`src/rtl/lcd_bus_arbiter.sv`:
```
// Two-port round-robin arbiter for a shared HD44780 write-only bus; each granted byte
// is driven through setup, EN pulse, hold and execution wait before the requester is acked.
//   state | meaning
//   PWRUP | controller power-up delay, requests ignored
//   IDLE  | arbitrate between eligible ports
//   SETUP | RS/DATA settling before EN rises
//   EN_HI | EN strobe high
//   HOLD  | RS/DATA held after EN falls
//   EXEC  | waiting for the LCD to execute the byte
module lcd_bus_arbiter #(
  parameter int T_PWRUP     = 750000,
  parameter int T_SETUP     = 4,
  parameter int T_EN_HIGH   = 25,
  parameter int T_HOLD      = 4,
  parameter int T_EXEC      = 2000,
  parameter int T_EXEC_LONG = 82000,
  parameter int CW          = 20
) (
  input  logic       CLOCK_50,
  input  logic       rst,
  input  logic       req0,
  input  logic       rs0,
  input  logic [7:0] data0,
  output logic       ack0,
  input  logic       req1,
  input  logic       rs1,
  input  logic [7:0] data1,
  output logic       ack1,
  output logic       busy,
  output logic [7:0] lcd_data,
  output logic       lcd_rs,
  output logic       lcd_rw,
  output logic       lcd_en
);

  localparam longint CNT_MAX = (longint'(1) << CW) - 1;

  if (longint'(T_PWRUP) > CNT_MAX || longint'(T_SETUP) > CNT_MAX ||
      longint'(T_EN_HIGH) > CNT_MAX || longint'(T_HOLD) > CNT_MAX ||
      longint'(T_EXEC) > CNT_MAX || longint'(T_EXEC_LONG) > CNT_MAX ||
      T_PWRUP < 1 || T_EN_HIGH < 1 || T_HOLD < 1 || T_EXEC < 1 || T_EXEC_LONG < 1) begin : g_cw_check
    $error("lcd_bus_arbiter: CW too narrow or a timing parameter is zero");
  end

  typedef enum logic [2:0] {PWRUP, IDLE, SETUP, EN_HI, HOLD, EXEC} state_t;

  state_t        state, state_nx;
  logic [CW-1:0] cnt, cnt_nx;
  logic [CW-1:0] exec_tc;
  logic          last_grant, grant_nx;
  logic [7:0]    data_nx;
  logic          rs_nx, en_nx, ack0_nx, ack1_nx;
  logic          elig0, elig1, long_cmd;

  // a request coinciding with its own ack is the tail of the transfer just finished
  assign elig0    = req0 & ~ack0;
  assign elig1    = req1 & ~ack1;
  assign long_cmd = ~lcd_rs && (lcd_data[7:2] == 6'd0) && (lcd_data[1:0] != 2'd0);
  assign exec_tc  = long_cmd ? CW'(T_EXEC_LONG - 1) : CW'(T_EXEC - 1);

  always_comb begin
    state_nx = state;
    cnt_nx   = cnt + CW'(1);
    grant_nx = last_grant;
    data_nx  = lcd_data;
    rs_nx    = lcd_rs;
    en_nx    = lcd_en;
    ack0_nx  = 1'b0;
    ack1_nx  = 1'b0;
    case (state)
      PWRUP: begin
        if (cnt == CW'(T_PWRUP - 1)) begin
          state_nx = IDLE;
          cnt_nx   = '0;
        end
      end
      IDLE: begin
        cnt_nx = '0;
        if (elig0 && (!elig1 || last_grant)) begin
          state_nx = SETUP;
          grant_nx = 1'b0;
          data_nx  = data0;
          rs_nx    = rs0;
        end else if (elig1) begin
          state_nx = SETUP;
          grant_nx = 1'b1;
          data_nx  = data1;
          rs_nx    = rs1;
        end
      end
      // SETUP runs one extra cycle so EN rises T_SETUP+1 edges after the grant
      SETUP: begin
        if (cnt == CW'(T_SETUP)) begin
          state_nx = EN_HI;
          cnt_nx   = '0;
          en_nx    = 1'b1;
        end
      end
      EN_HI: begin
        if (cnt == CW'(T_EN_HIGH - 1)) begin
          state_nx = HOLD;
          cnt_nx   = '0;
          en_nx    = 1'b0;
        end
      end
      HOLD: begin
        if (cnt == CW'(T_HOLD - 1)) begin
          state_nx = EXEC;
          cnt_nx   = '0;
        end
      end
      EXEC: begin
        if (cnt == exec_tc) begin
          state_nx = IDLE;
          cnt_nx   = '0;
          ack0_nx  = ~last_grant;
          ack1_nx  = last_grant;
        end
      end
      default: begin
        state_nx = PWRUP;
        cnt_nx   = '0;
      end
    endcase
  end

  always_ff @(posedge CLOCK_50) begin
    if (rst) begin
      state      <= PWRUP;
      cnt        <= '0;
      last_grant <= 1'b1;
      lcd_data   <= 8'h00;
      lcd_rs     <= 1'b0;
      lcd_rw     <= 1'b0;
      lcd_en     <= 1'b0;
      ack0       <= 1'b0;
      ack1       <= 1'b0;
      busy       <= 1'b1;
    end else begin
      state      <= state_nx;
      cnt        <= cnt_nx;
      last_grant <= grant_nx;
      lcd_data   <= data_nx;
      lcd_rs     <= rs_nx;
      lcd_rw     <= 1'b0;
      lcd_en     <= en_nx;
      ack0       <= ack0_nx;
      ack1       <= ack1_nx;
      busy       <= (state_nx != IDLE);
    end
  end

endmodule

```
`config.mk`:
```
export PLATFORM = sky130hd
export DESIGN_NAME = lcd_bus_arbiter
export DESIGN_NICKNAME = d
export VERILOG_FILES = /design/src/rtl/lcd_bus_arbiter.sv
export SDC_FILE = /design/constraint.sdc
export NUM_CORES = 1
export LEC_CHECK = 0
export CORE_MARGIN = 10
export CORE_UTILIZATION = 48
export DETAILED_ROUTE_END_ITERATION = 8
export PLACE_DENSITY = 0.79
export SLEW_MARGIN = 20
export SYNTH_ARGS = -nofsm -noshare
export SYNTH_HDL_FRONTEND = slang
export SYNTH_SLANG_ARGS = --single-unit
```
`constraint.sdc`:
```
create_clock -name CLOCK_50 -period 2 [get_ports CLOCK_50]
set_input_delay 0.6 -clock CLOCK_50 [delete_from_list [all_inputs] [get_ports CLOCK_50]]
set_output_delay 0.6 -clock CLOCK_50 [all_outputs]
set_load 0.01 [all_outputs]
```
### Word-level counts from Yosys, hierarchy flattened

Index checks and enable logic that the tools add are counted.

| word-level totals | value |
|---|---|
| register bits after elaboration | 37 |
| input port bits | 22 |
| output and inout port bits | 14 |
| logic and storage cells | 68 |

| operators by class | value |
|---|---|
| eq/ne operators | 13 |
| add/subtract/negate cells | 1 |
| mux-type cells | 24 |
| reductions and logical operators | 13 |
| bitwise gates (word level) | 8 |

Operator list:

| cell | number |
|---|---|
| 2-to-1 mux 20 bit | 5 |
| one-hot mux 20 bit (5 select lines) | 1 |
| 2-to-1 mux 3 bit | 7 |
| adder 20 x 1 -> 20 bit, second input constant | 1 |
| equality test 20 x 17 -> 1 bit | 1 |
| equality test 20 x 2 -> 1 bit, second input constant | 1 |
| equality test 20 bit, second input constant | 1 |
| equality test 20 x 3 -> 1 bit, second input constant | 1 |
| equality test 20 x 5 -> 1 bit, second input constant | 1 |
| one-hot mux 3 bit (6 select lines) | 1 |
| 2-to-1 mux 17 bit | 1 |
| 2-to-1 mux 8 bit | 2 |
| equality test 3 x 2 -> 1 bit, second input constant | 2 |
| equality test 3 bit, second input constant | 2 |
| logical NOT 6 bit | 1 |
| 2-to-1 mux 1 bit | 6 |
| inverter 1 bit | 6 |
| nonzero test 2 bit | 3 |
| inequality test 2 bit, second input constant | 2 |
| equality test 3 x 1 -> 1 bit, second input constant | 1 |
| logical AND 1 bit | 3 |
| logical NOT 3 bit | 1 |
| inequality test 3 x 1 -> 1 bit, second input constant | 1 |
| AND reduction 3 bit | 1 |
| 6 further kinds | 7 |

### Longest topological paths before layout

Gate-level depths: netlist (run 1).

| depth | value |
|---|---|
| depth after elaboration | 8 |
| gate-level depth with buffers | 8 |
| gate-level depth less buffers | 7 |

### Least setup slack after synthesis (run 1)

Ideal clock, no wire load.

| path | value |
|---|---|
| path kind | register to register |
| start | reg cnt[15] |
| end | reg cnt[0] |
| data required time | 1.853 ns |
| arrival | 1.929 ns |
| path slack | -0.076 ns |
| library setup time | 0.147 ns |
| clock period less this slack | 2.076 ns |
| stages on the path, launching flop included | 9 |
| path buffers | 3 |
| path through | dfxtp_1 -> buf_2 -> or4_4 -> nor4bb_1 -> buf_4 -> a31oi_2 -> a211oi_4 -> buf_6 -> a211oi_2 |

| on the way | value |
|---|---|
| word-level cells in the longest chain between the ends | 3 |
| elaborated cells on any way between the ends | 11 |
| classes of those cells | eq/ne (5); mux (6) |

Ends and longest elaborated chain:

| what | line | source |
|---|---|---|
| start: declaration | 48 | `logic [CW-1:0] cnt, cnt_nx;` |
| start signal: assignment | 141 | `cnt <= cnt_nx;` |
| equality test 20 x 17 -> 1 bit, or another cell as far along | 113 | `if (cnt == exec_tc) begin` |
| 2-to-1 mux 20 bit, on equally long branches | n/a |  |
| one-hot mux 20 bit (5 select lines) * | 70 | `case (state)` |

Every way passes the cells marked *; elsewhere a longest branch is shown, timed or not.
A chain may end at the register's enable or synchronous reset.

### Worst setup path in the final report (run 1)

| path | value |
|---|---|
| start | reg cnt[11] |
| end | reg cnt[17] |

| on the way | value |
|---|---|
| word-level cells in the longest chain between the ends | 3 |
| elaborated cells on any way between the ends | 12 |
| classes of those cells | add/sub (1); eq/ne (5); mux (6) |

Ends and longest elaborated chain:

| what | line | source |
|---|---|---|
| adder 20 x 1 -> 20 bit, or another cell as far along | 63 | `cnt_nx = cnt + CW'(1);` |
| 2-to-1 mux 20 bit, on equally long branches | n/a |  |
| one-hot mux 20 bit (5 select lines) * | 70 |  |

Marked as above.

==> tab_implementation.tex, run 1 <==
\begin{tabular}{lr}
\hline
Metric & Value \\
\hline
\multicolumn{2}{l}{\textbf{CTS}} \\
CTS clock-pin slew for the worst setup and hold paths & 70 ps \\
Number of clock sinks & 37 \\
Clock Tree Buf Depth & 2 \\
H-Tree Level Count & 2 \\
Clock root cell & sky130\_fd\_sc\_hd\_\_clkbuf\_8 \\
CTS tree & yes \\
Clock latency reported for the late side of the worst-skew pair & 290 ps \\
Number of buffers added by the clock tree synthesis step & 5 \\
\multicolumn{2}{l}{\textbf{Global routing}} \\
Via count of the first global-routing pass & 2020 \\
Wire length of the first global-routing pass & 9.494 mm \\
Overall global routing resource usage & 15.42\% \\
Initial antenna violation count & 0 \\
Pin count of the biggest net entering global routing & 21 \\
Remaining Overflow, GRT & 0 \\
\multicolumn{2}{l}{\textbf{Die}} \\
Die Footprint & 7521 um2 \\
Site Rows & 24 \\
Die Wd & 86.73 um \\
Area of the placeable core & 4324 um2 \\
Height of the die & 86.73 um \\
I/O pin count & 36 \\
Starting density of the core & 49.42\% \\
\multicolumn{2}{l}{\textbf{Pwr}} \\
Share of power burned in the clock network & 35.7\% \\
Maximum vdd drop & 0.0003476 V \\
Net Sw Power & 310.9 uW \\
Logic pwr share & 9.2\% \\
Total power & 1356 uW \\
Lkg Pwr & 0.001080 uW \\
Internal Power & 1045 uW \\
Net Sw Frac & 22.93\% \\
Power per cell area & 454.5 nW/um2 \\
Part of the power in registers & 55.0\% \\
\multicolumn{2}{l}{\textbf{Setup path}} \\
Critical path required time & 2170 ps \\
Worst-path maximum fanout & 5 \\
Worst setup path category & reg -> reg \\
Critical Path End Type & flop \\
Category of the worst setup path launch point & flop \\
Worst EP arrival & 2320 ps \\
\multicolumn{2}{l}{\textbf{STA}} \\
Final Critical Period & 2151 ps \\
Post-route clock period utilization & 107.5\% \\
Endpoints failing hold & 0 \\
Final number of setup-violating endpoints & 20 \\
Final Max Slew Viols & 0 \\
Unrepaired setup endpoints after global routing & true \\
Fin Clk Skew & 10.63 ps \\
TNS Setup & -2816 ps \\
Worst Tran Pin Value & 515.5 ps \\
Worst slew margin & 65.15\% \\
Worst-case setup margin in the final layout & -150.9 ps \\
Peak Freq & 464.9 MHz \\
\multicolumn{2}{l}{\textbf{Synthesis}} \\
Proportion of synthesized chip area in sequential cells & 34.66\% \\
Post-synth ARST share & 0\% \\
Area share of the largest cell type after synthesis & 34.66\% \\
Largest cells by area after synthesis & sky130\_fd\_sc\_hd\_\_dfxtp\_1 (35\%), sky130\_fd\_sc\_hd\_\_a211oi\_2 (12\%), sky130\_fd\_sc\_hd\_\_mux2i\_1 (4.2\%), sky130\_fd\_sc\_hd\_\_nor2\_1 (4.2\%), sky130\_fd\_sc\_hd\_\_xnor2\_1 (4.1\%) \\
Number of nets in the synthesized netlist & 256 \\
Most frequently used flop master after synthesis & sky130\_fd\_sc\_hd\_\_dfxtp\_1 \\
Number of cells produced by synthesis & 230 \\
Mapped cell area & 2137 um2 \\
Count of unique library cells instantiated by Yosys & 47 \\
EDFF count, synth & 0 \\
Area leader, netlist & sky130\_fd\_sc\_hd\_\_dfxtp\_1 \\
Post-synthesis sequential element count & 37 \\
Mean cell area of the mapped netlist & 9.292 um2 \\
Yosys synthesis warning count & 0 \\
\multicolumn{2}{l}{\textbf{Drt}} \\
Number of DRC violations after detailed routing & 0 \\
Post-route antenna net violation count & 0 \\
TritonRoute pass-1 iters & 4 \\
Total wire length & 5.737 mm \\
Iteration-0 DRC Markers & 107 \\
Vias after detailed routing & 2022 \\
Ratio of routed vias to standard cells & 5.712 \\
Wirelength per Cell & 16.21 um \\
\multicolumn{2}{l}{\textbf{Hold path}} \\
Worst min path class & reg -> reg \\
\multicolumn{2}{l}{\textbf{Place}} \\
Minimum setup slack after placement & -203.7 ps \\
HPWL reported at the end of detailed placement & 3.949 mm \\
Placer's final routability congestion estimate & 0.8446 \\
Port-buffer cells & 34 \\
\multicolumn{2}{l}{\textbf{Cells and area}} \\
Area of the multi-input gates & 1351 um2 \\
Sequential cell area & 743.2 um2 \\
Final layout net count & 329 \\
Layout Area Growth over Synthesis & 39.58\% \\
Filler Cell Count & 327 \\
Final antenna diode count & 0 \\
Layout cell share with drive strength beyond 1 & 28.81\% \\
\multicolumn{2}{l}{\textbf{Run status}} \\
Outcome & finished with violations \\
Failing checks & setup timing \\
\multicolumn{2}{l}{\textbf{Run}} \\
Number of maximum-capacitance constraint violations & 0 \\
\hline
\end{tabular}
==> worst max-delay path: stages (launching register included) <==
cell and delay (ps):
sky130_fd_sc_hd__dfxtp_2 320, sky130_fd_sc_hd__or4_4 560, sky130_fd_sc_hd__nor4bb_4 270, sky130_fd_sc_hd__buf_4 180
sky130_fd_sc_hd__a211o_1 150, sky130_fd_sc_hd__nor3b_4 190, sky130_fd_sc_hd__buf_6 160, sky130_fd_sc_hd__buf_8 130
sky130_fd_sc_hd__a211oi_2 60
==> power by group through the flow <==
stage               registers (uW)  clock network (uW)  logic [uW]
floorplan                      764                   0        52.2
global placement               762                   0         121
detailed placement             763                   0         124
CTS                            746                 501         124
global route                   746                 532         136
finish                         746                 485         125
==> area by class of cell <==
type                       count  area share, %
timing repair buffer          79          24.50
inverter                       5         0.6292
sequential                    37          24.92
clock buffer                   5          2.307
multi-input combinational    175          45.30
tap                           52          2.181
clock inverter                 1         0.1678
==> registers in the layout, indices dropped and copies added, names as in the netlist <==
| signal | count |
|---|---|
| lcd_data | 8 |
| ack0 | 1 |
| lcd_en | 1 |
| cnt | 20 |
| ack1 | 1 |
| busy | 1 |
| state | 3 |
| last_grant | 1 |
| lcd_rs | 1 |
==> cells in the mapped netlist (7+ instances only) <==
cell,instances
sky130_fd_sc_hd__nand2_1,14
sky130_fd_sc_hd__dfxtp_1,37
sky130_fd_sc_hd__xor2_1,8
sky130_fd_sc_hd__a211oi_2,20
sky130_fd_sc_hd__a211oi_1,9
sky130_fd_sc_hd__xnor2_1,10
sky130_fd_sc_hd__nand4_1,7
sky130_fd_sc_hd__nand3_1,7
sky130_fd_sc_hd__a21oi_1,7
sky130_fd_sc_hd__mux2i_1,9
sky130_fd_sc_hd__nor3_1,7
sky130_fd_sc_hd__nor2_1,24
==> routing by layer <==
metal | global-route usage (%) | wire length [um] | up-vias
met2 | 26.24 | 2910 | 55
met4 | 7.806 | 192 | 0
met1 | 17.65 | 2374 | 960
met3 | 3.377 | 259 | 18
met5 | 0 | 0 | -
li1 | - | - | 989
==> what timing repair did <==
action                     in CTS  in global routing
hold endpoints to repair        0                  0
buffers inserted                3                  2
gates cloned                    1                  3
setup endpoints to repair      21                 26
hold buffers                    0                  0
resized for setup               5                 16
pin swaps                       0                 17
==> path summary, 6_finish.rpt <==
check        cells past startpoint  startpoint       to  slack (ps)
max reg2reg                      8     cnt[11]  cnt[17]        -150
min reg2reg                      2      lcd_en   lcd_en         450
min                              2      lcd_en   lcd_en         450
max                              8     cnt[11]  cnt[17]        -150
==> cell usage in the layout (no fill, tap or decap), drive strengths merged, types with 7 or more instances in the layout <==
| cell | n |
|---|---|
| nor2 | 24 |
| xnor2 | 10 |
| a21oi | 7 |
| a211oi | 30 |
| clkdlybuf4s50 | 34 |
| nand4 | 7 |
| nor3 | 7 |
| nand3 | 7 |
| mux2i | 9 |
| buf | 45 |
| nand2 | 14 |
| xor2 | 8 |
| dfxtp | 37 |
==> per-stage QoR <==
step / area [um2] / hold slack, ps / util (%) / instances
2_1_floorplan: 2157 / 435.9 / - / 230
3_3_place_gp: 2796 / 441.3 / 64.67 / 341
3_5_place_dp: 2796 / 446.5 / 64.67 / 341
4_1_cts: 2947 / 456.9 / 68.14 / 351
5_1_grt: 2983 / 475.1 / 68.98 / 354
6_report: 2983 / 452.7 / 68.98 / 354
==> kinds of logic after synthesis <==
group	share of synthesized area [%]
other	0.1755
muxes	4.743
buffers and inverters	4.976
AOI/OAI and AO/OA	21.31
and+or+nand+nor	24.41
DFF	34.66
xor gates and xnor gates	7.377
adders and majority gates	2.342
(Power assumes the default switching activity.)
==> inputs of run 2 (changes only) <==
Settings changed: CELL_PAD_IN_SITES_DETAIL_PLACEMENT from default to 1, CELL_PAD_IN_SITES_GLOBAL_PLACEMENT from default to 1, CORE_UTILIZATION 48 to 36, PLACE_DENSITY 0.79 to 0.78.
==> run 2 against run 1 <==
Net effect:
- the run still ends with setup timing left
- global-route usage is 2.0 points lower
- first-iteration DRC count is 28% lower
- die area is 25% higher
- cell count is 8.5% higher
- register-to-register slack worse by 60 ps
- via count is 3.5% higher
- maximum frequency is 2.7% lower
- worst setup slack worse by 59 ps
- total power is 15% higher
- critical path depth stayed put
- largest cell class unchanged
- highest routed layer unchanged
==> tab_implementation.tex, run 2 (synthesized netlist as in run 1, its figures left out) <==
\begin{tabular}{lr}
\hline
Metric & Value \\
\hline
\multicolumn{2}{l}{\textbf{STA}} \\
Final Max Slew Viols & 0 \\
Final Critical Period & 2210 ps \\
Unrepaired setup endpoints after global routing & true \\
Post-route clock period utilization & 110.5\% \\
Final number of setup-violating endpoints & 25 \\
TNS Setup & -4154 ps \\
Worst-case setup margin in the final layout & -210.1 ps \\
Peak Freq & 452.5 MHz \\
Fin Clk Skew & 4.782 ps \\
Endpoints failing hold & 0 \\
\multicolumn{2}{l}{\textbf{Die}} \\
Site Rows & 28 \\
Die Wd & 97.05 um \\
Height of the die & 97.05 um \\
Die Footprint & 9418 um2 \\
Starting density of the core & 36.53\% \\
Area of the placeable core & 5851 um2 \\
I/O pin count & 36 \\
\multicolumn{2}{l}{\textbf{Setup path}} \\
CP peak stage delay & 560 ps \\
Buf/Inv on CP & 3 \\
Slowest stage cell on the critical path & sky130\_fd\_sc\_hd\_\_or4\_4 \\
Largest delay contributor family on the critical path & simple AND/OR/NAND/NOR gates \\
Worst-case reg-to-reg path depth & 8 \\
FF-to-FF End & cnt[6] \\
Reg2Reg Launch Point & cnt[19] \\
Category of the worst setup path launch point & flop \\
Worst setup path category & reg -> reg \\
Worst EP arrival & 2390 ps \\
Worst-path maximum fanout & 10 \\
Setup slack on the worst flop-to-flop path & -210 ps \\
Crit path cell chain & or4\_4 -> nor4bb\_1 -> buf\_4 -> a211o\_1 -> nor3b\_4 -> buf\_6 -> buf\_12 -> a211oi\_2 \\
Critical Path End Type & flop \\
Critical path required time & 2180 ps \\
\multicolumn{2}{l}{\textbf{CTS}} \\
Clock Tree Buf Depth & 2 \\
CTS tree & yes \\
Number of buffers added by the clock tree synthesis step & 5 \\
H-Tree Level Count & 2 \\
Number of clock sinks & 37 \\
Clock latency reported for the late side of the worst-skew pair & 290 ps \\
Clock root cell & sky130\_fd\_sc\_hd\_\_clkbuf\_8 \\
CTS clock-pin slew for the worst setup and hold paths & 80 ps \\
\multicolumn{2}{l}{\textbf{Cells and area}} \\
Layout cell share with drive strength beyond 1 & 31.07\% \\
Final antenna diode count & 0 \\
Layout Area Growth over Synthesis & 45.37\% \\
Most common library cell in the layout ignoring fill and taps & sky130\_fd\_sc\_hd\_\_buf\_4 \\
Final layout net count & 334 \\
Largest registers & cnt x20, lcd\_data x8, state x3 \\
Number of flip-flops under the largest register name & 20 \\
Commonest non-fill, non-tap cells in the layout & sky130\_fd\_sc\_hd\_\_buf\_4 (42), sky130\_fd\_sc\_hd\_\_dfxtp\_1 (34), sky130\_fd\_sc\_hd\_\_clkdlybuf4s50\_1 (34) \\
Largest register by flop count & cnt \\
Post-layout utilization of the core & 53.10\% \\
\multicolumn{2}{l}{\textbf{Hold path}} \\
Terminating pin of the worst hold path & lcd\_en \\
Source of the worst hold timing path & lcd\_en \\
Worst min path class & reg -> reg \\
Number of cells on the worst hold path & 2 \\
\multicolumn{2}{l}{\textbf{Drt}} \\
Total wire length & 7.384 mm \\
Met3 wire length & 176 um \\
Vias after detailed routing & 2092 \\
Number of DRC violations after detailed routing & 0 \\
Highest routed metal layer & met4 \\
Iteration-0 DRC Markers & 77 \\
TritonRoute pass-1 iters & 4 \\
Routed metal-1 wirelength & 3.063 mm \\
Wirelength per Cell & 19.23 um \\
DR WL met2 & 3.983 mm \\
Post-route antenna net violation count & 0 \\
Ratio of routed vias to standard cells & 5.448 \\
\multicolumn{2}{l}{\textbf{Place}} \\
Minimum setup slack after placement & -257.5 ps \\
Placer's final routability congestion estimate & 0.8490 \\
Port-buffer cells & 34 \\
HPWL reported at the end of detailed placement & 4.711 mm \\
\multicolumn{2}{l}{\textbf{Global routing}} \\
Initial antenna violation count & 0 \\
Via count of the first global-routing pass & 2156 \\
Wire length of the first global-routing pass & 10.69 mm \\
Pin count of the biggest net entering global routing & 21 \\
Remaining Overflow, GRT & 0 \\
Overall global routing resource usage & 13.43\% \\
\multicolumn{2}{l}{\textbf{Run}} \\
Number of maximum-capacitance constraint violations & 0 \\
\multicolumn{2}{l}{\textbf{Pwr}} \\
Lkg Pwr & 0.001120 uW \\
Maximum vdd drop & 0.0002841 V \\
Power per cell area & 502.9 nW/um2 \\
\multicolumn{2}{l}{\textbf{Run status}} \\
Failing checks & setup timing \\
Outcome & finished with violations \\
\hline
\end{tabular}
## run 2: what timing repair did
action                     4_1_cts  5_1_grt
gates cloned                     0        3
pin swaps                        2        5
hold buffers                     0        0
setup endpoints to repair       22       27
setup buffers                    3        4
resized for setup                5        8
## run 2: how the worst max path moves through the flow
stage	end	start	cells after the start	slack (ps)
floorplan	cnt[0]	cnt[5]	7	-20
CTS	cnt[7]	cnt[5]	7	-150
global route	cnt[11]	cnt[19]	8	-260
detailed placement	busy	req0	7	-260
global placement	last_grant	req0	6	-170
finish	cnt[6]	cnt[19]	8	-210
## run 2: cell type report
cell class | count | area (um2)
multi-input combinational | 175 | 1351
sequential | 37 | 744.5
fill | 669 | 2744
clock buffer | 7 | 86.33
inverter | 5 | 18.77
timing repair buffer | 84 | 782.0
tap | 75 | 93.84
clock inverter | 1 | 30.03
## run 2: layer usage
metal | vias to the layer above | global-route usage, %
li1 | 1004 | -
met1 | 1035 | 14.90
met2 | 39 | 24.64
met3 | 14 | 2.489
met4 | 0 | 4.881
met5 | - | 0
## run 2: tightest hold or removal path: cells and delay by family (launching register included)
kind,cells,cell delay [ps]
DFF,1,310
and+or+nand+nor,1,50
AOI/OAI and AO/OA,1,50
## run 2: power by group
group          switching [uW]  internal, uW  total, uW  leakage [uW]
combinational            56.4          75.9        132      0.000762
clock                     278           407        685     0.0000585
sequential               3.69           741        745      0.000300
total                     338          1220       1560       0.00112
## run 2: stage by stage
| stage | cells | hold WS [ps] | area, um2 | total power, uW |
|---|---|---|---|---|
| global route | 384 | 507.4 | 3107 | 1612 |
| finish | 384 | 463.7 | 3107 | 1562 |
| global placement | 366 | 441.7 | 2840 | 888.0 |
| CTS | 377 | 464.4 | 3007 | 1569 |
| detailed placement | 366 | 452.7 | 2840 | 892.1 |
| floorplan | 230 | 435.9 | 2157 | 815.9 |
==> inputs of run 3 (changes only) <==
Settings changed: CORE_MARGIN 10 to 4, HOLD_SLACK_MARGIN from default to 0.05, SKIP_LAST_GASP from default to 1.
==> run 3 against run 2 <==
Net effect:
- the run still ends with setup timing left
- sequential share of layout area shrank 0.16 points
- flip-flop and latch count is the same
- combinational power is essentially flat
- critical endpoint is now cnt[4]
==> tab_implementation.tex, run 3 (synthesized netlist as in run 1, its figures left out) <==
\begin{tabular}{lr}
\hline
Metric & Value \\
\hline
\multicolumn{2}{l}{\textbf{Drt}} \\
Post-route antenna net violation count & 0 \\
Total wire length & 7.519 mm \\
Ratio of routed vias to standard cells & 5.541 \\
TritonRoute pass-1 iters & 4 \\
Wirelength per Cell & 19.94 um \\
Number of DRC violations after detailed routing & 0 \\
Vias after detailed routing & 2089 \\
Iteration-0 DRC Markers & 92 \\
\multicolumn{2}{l}{\textbf{Global routing}} \\
Overall global routing resource usage & 18.23\% \\
Wire length of the first global-routing pass & 10.59 mm \\
Remaining Overflow, GRT & 0 \\
Via count of the first global-routing pass & 2191 \\
Initial antenna violation count & 0 \\
Pin count of the biggest net entering global routing & 22 \\
\multicolumn{2}{l}{\textbf{Hold path}} \\
Worst min path class & reg -> reg \\
\multicolumn{2}{l}{\textbf{CTS}} \\
CTS clock-pin slew for the worst setup and hold paths & 80 ps \\
Clock root cell & sky130\_fd\_sc\_hd\_\_clkbuf\_8 \\
Number of buffers added by the clock tree synthesis step & 5 \\
H-Tree Level Count & 2 \\
Number of clock sinks & 37 \\
CTS tree & yes \\
Clock latency reported for the late side of the worst-skew pair & 300 ps \\
Clock Tree Buf Depth & 2 \\
\multicolumn{2}{l}{\textbf{Pwr}} \\
Total power & 1576 uW \\
Power per cell area & 504.0 nW/um2 \\
Maximum vdd drop & 0.0003009 V \\
Lkg Pwr & 0.001126 uW \\
\multicolumn{2}{l}{\textbf{Setup path}} \\
Critical Path End Type & flop \\
Worst setup path category & reg -> reg \\
Worst EP arrival & 2480 ps \\
Category of the worst setup path launch point & flop \\
Critical path required time & 2180 ps \\
Worst-path maximum fanout & 10 \\
\multicolumn{2}{l}{\textbf{Cells and area}} \\
Post-layout utilization of the core & 55.44\% \\
Number of flip-flops under the largest register name & 20 \\
Layout Area Growth over Synthesis & 46.37\% \\
Layout cell share with drive strength beyond 1 & 31.48\% \\
Largest registers & cnt x20, lcd\_data x8, state x3 \\
Final antenna diode count & 0 \\
Largest register by flop count & cnt \\
Filler Cell Count & 641 \\
Commonest non-fill, non-tap cells in the layout & sky130\_fd\_sc\_hd\_\_buf\_4 (37), sky130\_fd\_sc\_hd\_\_dfxtp\_1 (34), sky130\_fd\_sc\_hd\_\_clkdlybuf4s50\_1 (34) \\
Final layout net count & 330 \\
Most common library cell in the layout ignoring fill and taps & sky130\_fd\_sc\_hd\_\_buf\_4 \\
\multicolumn{2}{l}{\textbf{STA}} \\
Unrepaired setup endpoints after global routing & true \\
Peak Freq & 436.0 MHz \\
Final Critical Period & 2294 ps \\
Final Max Slew Viols & 0 \\
Final number of setup-violating endpoints & 25 \\
Endpoints failing hold & 0 \\
TNS Setup & -5754 ps \\
Fin Clk Skew & 9.171 ps \\
Worst-case setup margin in the final layout & -293.5 ps \\
Post-route clock period utilization & 114.7\% \\
\multicolumn{2}{l}{\textbf{Die}} \\
Die Wd & 85.05 um \\
Height of the die & 85.05 um \\
Area of the placeable core & 5642 um2 \\
I/O pin count & 36 \\
Starting density of the core & 37.88\% \\
Die Footprint & 7233 um2 \\
Site Rows & 27 \\
\multicolumn{2}{l}{\textbf{Place}} \\
Port-buffer cells & 34 \\
HPWL reported at the end of detailed placement & 4.424 mm \\
Placer's final routability congestion estimate & 0.7912 \\
\multicolumn{2}{l}{\textbf{Run}} \\
Number of maximum-capacitance constraint violations & 0 \\
\multicolumn{2}{l}{\textbf{Run status}} \\
Outcome & finished with violations \\
Failing checks & setup timing \\
\hline
\end{tabular}
-- run 3: cell types whose count changed in the layout (fill, tap and decap cells not counted), sizes merged --
| cell | previous run | this run |
|---|---|---|
| buf | 48 | 45 |
| clkbuf | 9 | 8 |
-- run 3: final timing paths --
check / startpoint / end / slack (ps) / depth (start not counted)
hold reg to reg: lcd_en / lcd_en / 460 / 2
setup reg to reg: cnt[19] / cnt[4] / -290 / 9
hold / removal: lcd_en / lcd_en / 460 / 2
setup / recovery: cnt[19] / cnt[4] / -290 / 9
-- run 3: metrics by stage --
step	cells	hold WS (ps)	area, um2	setup WS (ps)
global placement	361	441.4	2821	-187.1
finish	377	461.8	3128	-293.5
global route	377	500.8	3128	-348.3
floorplan	230	435.9	2157	-17.16
CTS	372	463.0	3007	-247.8
detailed placement	361	452.0	2821	-205.2
-- run 3: layout make-up --
cell class                      count  area [um2]  area share [%]
Multi-Input combinational cell    175        1383           44.20
Sequential cell                    37       744.5           23.80
Clock inverter                      1       30.03          0.9600
Tap cell                           72       90.09           2.880
Timing Repair Buffer               80       775.7           24.80
Clock buffer                        7       86.33           2.760
Inverter                            5       18.77          0.6000
-- run 3: report_power, final --
| part | switching [uW] | internal (uW) |
|---|---|---|
| Combinational | 54.8 | 74.2 |
| Sequential | 4.14 | 741 |
| Clock | 295 | 407 |
| Total | 354 | 1220 |
-- run 3: per-layer routing --
layer  global-route usage [%]  wire length (um)  share of wire [%]
met1                    21.63              3210                 43
met4                    6.187               108                1.4
met2                    33.33              3998                 53
met3                    2.524               202                2.7
met5                        0                 0                  0
-- run 3: worst max-delay path, stage by stage (launching register included) --
cell and delay [ps]:
sky130_fd_sc_hd__dfxtp_2 320, sky130_fd_sc_hd__or4_4 570, sky130_fd_sc_hd__nor4bb_4 340, sky130_fd_sc_hd__buf_4 170, sky130_fd_sc_hd__buf_6 110, sky130_fd_sc_hd__a21oi_2 60
sky130_fd_sc_hd__a211oi_4 220, sky130_fd_sc_hd__buf_6 160, sky130_fd_sc_hd__buf_12 150, sky130_fd_sc_hd__a211oi_2 80
-- run 3: repair_timing --
action,CTS,global route
setup endpoints to repair,24,30
setup buffers,2,3
gates resized for setup,5,13
cloned,1,2
hold buffers,0,0
pin swaps,2,3
